## config.mk

```make
export PLATFORM = sky130hd
export DESIGN_NAME = mood_update_arbiter
export DESIGN_NICKNAME = d
export VERILOG_FILES = /design/src/rtl/mood_update_arbiter.sv
export SDC_FILE = /design/constraint.sdc
export NUM_CORES = 1
export LEC_CHECK = 0
export BUFFER_PORTS_ARGS = -buffer_cell sky130_fd_sc_hd__buf_2
export CAP_MARGIN = 40
export CORE_MARGIN = 5
export CORE_UTILIZATION = 53
export DETAILED_ROUTE_END_ITERATION = 8
export PLACE_DENSITY = 0.95
export SYNTH_ARGS = -nofsm -noshare
export SYNTH_HDL_FRONTEND = slang
export SYNTH_SLANG_ARGS = --single-unit
```

## constraint.sdc

```tcl
create_clock -name clk -period 3.25 [get_ports clk]
set_input_delay 0.1625 -clock clk [delete_from_list [all_inputs] [get_ports clk]]
set_output_delay 0.1625 -clock clk [all_outputs]
set_load 0.02 [all_outputs]
```

## src/rtl/mood_update_arbiter.sv

```systemverilog
// Round-robin arbiter that turns granted step requests into paced inc/dec pulses
// on a shared saturating counter, with clear/abort handling. All outputs are registered.
module mood_update_arbiter #(
    parameter int N    = 8,
    parameter int NREQ = 4,
    parameter int GAP  = 1
) (
    input  logic              clk,
    input  logic              rst,
    input  logic [NREQ-1:0]   req_valid,
    input  logic [NREQ-1:0]   req_dir,
    input  logic [4*NREQ-1:0] req_steps,
    input  logic              clear,
    input  logic [N-1:0]      cnt_value,
    output logic [NREQ-1:0]   req_ready,
    output logic [NREQ-1:0]   req_done,
    output logic              sat_hit,
    output logic              aborted,
    output logic              cnt_inc,
    output logic              cnt_dec,
    output logic              cnt_setval,
    output logic              busy
);

    localparam int IDW = (NREQ > 1) ? $clog2(NREQ) : 1;
    localparam int GW  = (GAP > 1) ? $clog2(GAP) : 1;
    localparam logic [GW-1:0]  GAP_LAST = GW'((GAP > 0) ? GAP - 1 : 0);
    localparam logic [N-1:0]   CNT_MAX  = '1;
    localparam logic [N-1:0]   CNT_NEAR = CNT_MAX - N'(1);

    typedef enum logic [2:0] {IDLE, PULSE, GAPW, DONE, CLEAR} state_t;

    state_t            state_q, state_d;
    logic [IDW-1:0]    id_q, id_d;
    logic [IDW-1:0]    last_q, last_d;
    logic              dir_q, dir_d;
    logic [3:0]        rem_q, rem_d;
    logic [GW-1:0]     gap_q, gap_d;
    logic              sat_flag_q, sat_flag_d;
    logic              abort_q, abort_d;
    logic [NREQ-1:0]   req_ready_q, req_ready_d;
    logic [NREQ-1:0]   req_done_q, req_done_d;
    logic              sat_hit_q, sat_hit_d;
    logic              aborted_q, aborted_d;
    logic              cnt_inc_q, cnt_inc_d;
    logic              cnt_dec_q, cnt_dec_d;
    logic              cnt_setval_q, cnt_setval_d;
    logic              busy_q, busy_d;

    logic              found;
    logic [IDW-1:0]    win;
    logic [3:0]        win_steps;
    logic              at_limit;

    // Round-robin search starting just after the last completed grant.
    always_comb begin
        found = 1'b0;
        win   = last_q;
        for (int unsigned i = 1; i <= NREQ; i++) begin
            int unsigned cand;
            cand = (32'(last_q) + i) % NREQ;
            if (!found && req_valid[cand]) begin
                found = 1'b1;
                win   = IDW'(cand);
            end
        end
        win_steps = req_steps[{win, 2'b00} +: 4];
    end

    // A pulse issued last cycle is visible now but not yet reflected in cnt_value,
    // so it is counted when deciding whether the next pulse would overshoot.
    always_comb begin
        if (dir_q)
            at_limit = (cnt_value == CNT_MAX) || (cnt_inc_q && cnt_value == CNT_NEAR);
        else
            at_limit = (cnt_value == '0) || (cnt_dec_q && cnt_value == N'(1));
    end

    always_comb begin
        state_d      = state_q;
        id_d         = id_q;
        last_d       = last_q;
        dir_d        = dir_q;
        rem_d        = rem_q;
        gap_d        = gap_q;
        sat_flag_d   = sat_flag_q;
        abort_d      = abort_q;
        req_ready_d  = '0;
        req_done_d   = '0;
        sat_hit_d    = 1'b0;
        aborted_d    = 1'b0;
        cnt_inc_d    = 1'b0;
        cnt_dec_d    = 1'b0;
        cnt_setval_d = 1'b0;

        case (state_q)
            IDLE: begin
                sat_flag_d = 1'b0;
                abort_d    = 1'b0;
                if (clear) begin
                    state_d = CLEAR;
                end else if (found) begin
                    id_d        = win;
                    dir_d       = req_dir[win];
                    rem_d       = win_steps;
                    req_ready_d = NREQ'(1) << win;
                    state_d     = (win_steps == 4'd0) ? DONE : PULSE;
                end
            end
            PULSE: begin
                if (clear) begin
                    abort_d = 1'b1;
                    state_d = CLEAR;
                end else if (at_limit) begin
                    sat_flag_d = 1'b1;
                    state_d    = DONE;
                end else begin
                    cnt_inc_d = dir_q;
                    cnt_dec_d = !dir_q;
                    rem_d     = rem_q - 4'd1;
                    if (rem_q == 4'd1) begin
                        state_d = DONE;
                    end else if (GAP > 0) begin
                        gap_d   = GAP_LAST;
                        state_d = GAPW;
                    end else begin
                        state_d = PULSE;
                    end
                end
            end
            GAPW: begin
                if (clear) begin
                    abort_d = 1'b1;
                    state_d = CLEAR;
                end else if (gap_q == '0) begin
                    state_d = PULSE;
                end else begin
                    gap_d = gap_q - GW'(1);
                end
            end
            DONE: begin
                req_done_d = NREQ'(1) << id_q;
                sat_hit_d  = sat_flag_q;
                last_d     = id_q;
                state_d    = IDLE;
            end
            CLEAR: begin
                cnt_setval_d = 1'b1;
                if (abort_q) begin
                    req_done_d = NREQ'(1) << id_q;
                    aborted_d  = 1'b1;
                    last_d     = id_q;
                end
                abort_d = 1'b0;
                rem_d   = '0;
                state_d = IDLE;
            end
            default: state_d = IDLE;
        endcase

        busy_d = (state_d != IDLE);
    end

    always_ff @(posedge clk) begin
        if (rst) begin
            state_q      <= IDLE;
            id_q         <= '0;
            last_q       <= IDW'(NREQ - 1);
            dir_q        <= 1'b0;
            rem_q        <= '0;
            gap_q        <= '0;
            sat_flag_q   <= 1'b0;
            abort_q      <= 1'b0;
            req_ready_q  <= '0;
            req_done_q   <= '0;
            sat_hit_q    <= 1'b0;
            aborted_q    <= 1'b0;
            cnt_inc_q    <= 1'b0;
            cnt_dec_q    <= 1'b0;
            cnt_setval_q <= 1'b0;
            busy_q       <= 1'b0;
        end else begin
            state_q      <= state_d;
            id_q         <= id_d;
            last_q       <= last_d;
            dir_q        <= dir_d;
            rem_q        <= rem_d;
            gap_q        <= gap_d;
            sat_flag_q   <= sat_flag_d;
            abort_q      <= abort_d;
            req_ready_q  <= req_ready_d;
            req_done_q   <= req_done_d;
            sat_hit_q    <= sat_hit_d;
            aborted_q    <= aborted_d;
            cnt_inc_q    <= cnt_inc_d;
            cnt_dec_q    <= cnt_dec_d;
            cnt_setval_q <= cnt_setval_d;
            busy_q       <= busy_d;
        end
    end

    assign req_ready  = req_ready_q;
    assign req_done   = req_done_q;
    assign sat_hit    = sat_hit_q;
    assign aborted    = aborted_q;
    assign cnt_inc    = cnt_inc_q;
    assign cnt_dec    = cnt_dec_q;
    assign cnt_setval = cnt_setval_q;
    assign busy       = busy_q;

endmodule

```

==> metrics.cfg <==
[outcome]
outcome=completed

[timing]
fin_tns_setup_ns=0
finalCriticalPeriod_ns=2.07
worst_pin_slew_ns=0.640
post-route-period-util_pct=63.6
rsz0062_at_grt=false
setup_violations=0
fin_skew_ns=0.0109
whs_ns=0.179
hold_viol=0
slew-limit-headroom_pct=57.1
clock.fmax_ghz=0.483
slew_viol_final=0

[layout]
drive_gt1_share_pct=24.7
nets=262
num_antenna_cells=0
area_growth_pct=18.8

[die]
row_count=18
die-width_um=62.0
core_mm2=0.00252
ios=49
die_h_um=62.0
floorplan.initialDensity_pct=56.8
die_area_mm2=0.00385

[global_routing]
grt_first_pass_wirelength_mm=5.90
gr-usage-all-layers_pct=20.0
grt_pass1_vias=1389
overflow=0
grt_max_degree=18
antenna_found_initial=0

[power_and_ir_drop]
p_leak_nw=0.749
power_density_mw_per_mm2=386
ir_drop_mv=0.262

[route]
wl_met3_um=382
drt_iter0_drc=63
highest_layer=met4
ant_nets=0
routed_wl_mm=3.58
via_per_inst=5.90
drt_first_pass_iters=4
post_drt_wl_per_cell_um=14.2
drc_errors=0
drt-met1-wl_mm=1.47
num_vias=1493
dr_wl_met2_mm=1.68

[yosys]
synth_area_mm2=0.00143
ys_ff_latch=28
syn-mean-instance-area_um2=7.97
yosys-top-cells-area=dfxtp_1 39%, nor2_1 7.6%, nand3_1 6.6%, nand2_1 3.4%, o21ai_0 3.1%
synthCells=180
synth_cell_types=40
yosysWarningCount=0
synth_ff_type=dfxtp_1
synth_largest_area_cell=dfxtp_1
synth.most_common_cell=nor2_1
async_flop_share_pct=0
synth_edf_count=0
yosys.area.top_type_share_pct=39.1
synth_nets=217
ys_top_cells_by_count=29 x nor2_1, 28 x dfxtp_1, 19 x nand3_1
synth-seq-area-share_pct=39.1

[setup_path]
path_cells=or2b_2 > o21ai_2 > a221oi_4 > mux4_1 > mux2i_1 > nor2_1
startpoint=last_q[0]
slowest_delay_ns=0.60
critPathKind=reg -> reg
arrival_ns=2.29
end_kind=register
startpoint_type=register
slowest_stage=mux4_1
critPathRequiredTime_ns=3.47
regToRegStartpoint=last_q[0]
path_max_fanout=7

[placement]
gp_congestion=0.845
portBuffers=48
dp_hpwl_mm=2.79

[cts]
h-tree-depth=1
ctsHoldBuffers=0
cts.sinks=28
cts_tree=yes
insertion_delay_ns=0.33
numCtsBuffers=3
post_cts_resized=0
path_clk_slew_ns=0.14
post_cts_buffers=0
clk_path_buf_depth=2
root_buffer=clkbuf_4

[worst_hold_path]
hold_class=in -> reg
min_from=clear

[job]
drv_cap=0

metal layers:
metal / global-route usage, % / vias to the layer above
li1: - / 744
met4: 6.06 / 0
met1: 25.8 / 658
met5: 0 / -
met2: 35.1 / 86
met3: 1.86 / 5
power breakdown:
group / internal [mW] / switching (mW)
Combinational: 0.0621 / 0.0785
Clock: 0.0435 / 0.0972
Sequential: 0.359 / 0.0182
Total: 0.465 / 0.194
cell usage in the layout, fill, tap and decap left out, drive strengths merged, types with 2 or more instances in the layout:
cell / count
a211o: 2
a211oi: 3
a21o: 2
a21oi: 5
a31oi: 7
and3: 3
buf: 48
clkbuf: 3
dfxtp: 28
ha: 2
inv: 5
mux2i: 3
nand2: 13
nand2b: 5
nand3: 20
nand4: 2
nor2: 29
nor2b: 3
nor3: 8
nor4: 5
o21ai: 11
area by class of cell:
cell class / instances / area [um^2]
fillers: 215 / 818
multi-input cells: 139 / 825
flip-flops and latches: 28 / 561
well taps: 30 / 37.5
clock buffers: 3 / 22.5
inverters: 5 / 18.8
repair buffers: 48 / 240
final timing paths:
path         slack, ns  endpoint  cells past startpoint
max               1.18     dir_q                      6
min               0.18   abort_q                      3
max reg2reg       1.18     dir_q                      6
min reg2reg       0.45   sat_hit                      2
state kept, by name, summed over array words and instances, names as in the netlist, 2 cells and up:
register   flops
state_q        3
req_done       4
req_ready      4
id_q           2
rem_q          4
last_q         2
stage by stage:
| step | cell area (um^2) | utilization, % | total power, mW | setup WS, ns | instances |
|---|---|---|---|---|---|
| after floorplan | 1430 | - | 0.475 | 1.37 | 180 |
| after global placement | 1680 | 66.7 | 0.518 | 1.29 | 250 |
| after detailed placement | 1680 | 66.7 | 0.523 | 1.20 | 250 |
| after CTS | 1700 | 67.6 | 0.654 | 1.20 | 253 |
| after global routing | 1700 | 67.6 | 0.689 | 1.05 | 253 |
| final | 1700 | 67.6 | 0.659 | 1.18 | 253 |
worst max-delay path: cells and delay by family, from the launching register on:
family             cells  cell delay, ns
DFF                    1            0.46
AOI/OAI and AO/OA      2            0.54
and+or+nand+nor        2            0.23
muxes                  2            0.74
logic make-up (layout without fill, tap and decap cells):
group,Yosys count,after routing,share of synthesized area (%)
xor+xnor,1,1,0.611
compound gates,39,39,19.6
simple gates,93,93,31.6
fa+ha+maj,2,2,1.74
flops,28,28,39.1
mux,4,4,3.93
buf+inv,13,56,3.40
Power figures use the tool's default switching activity.
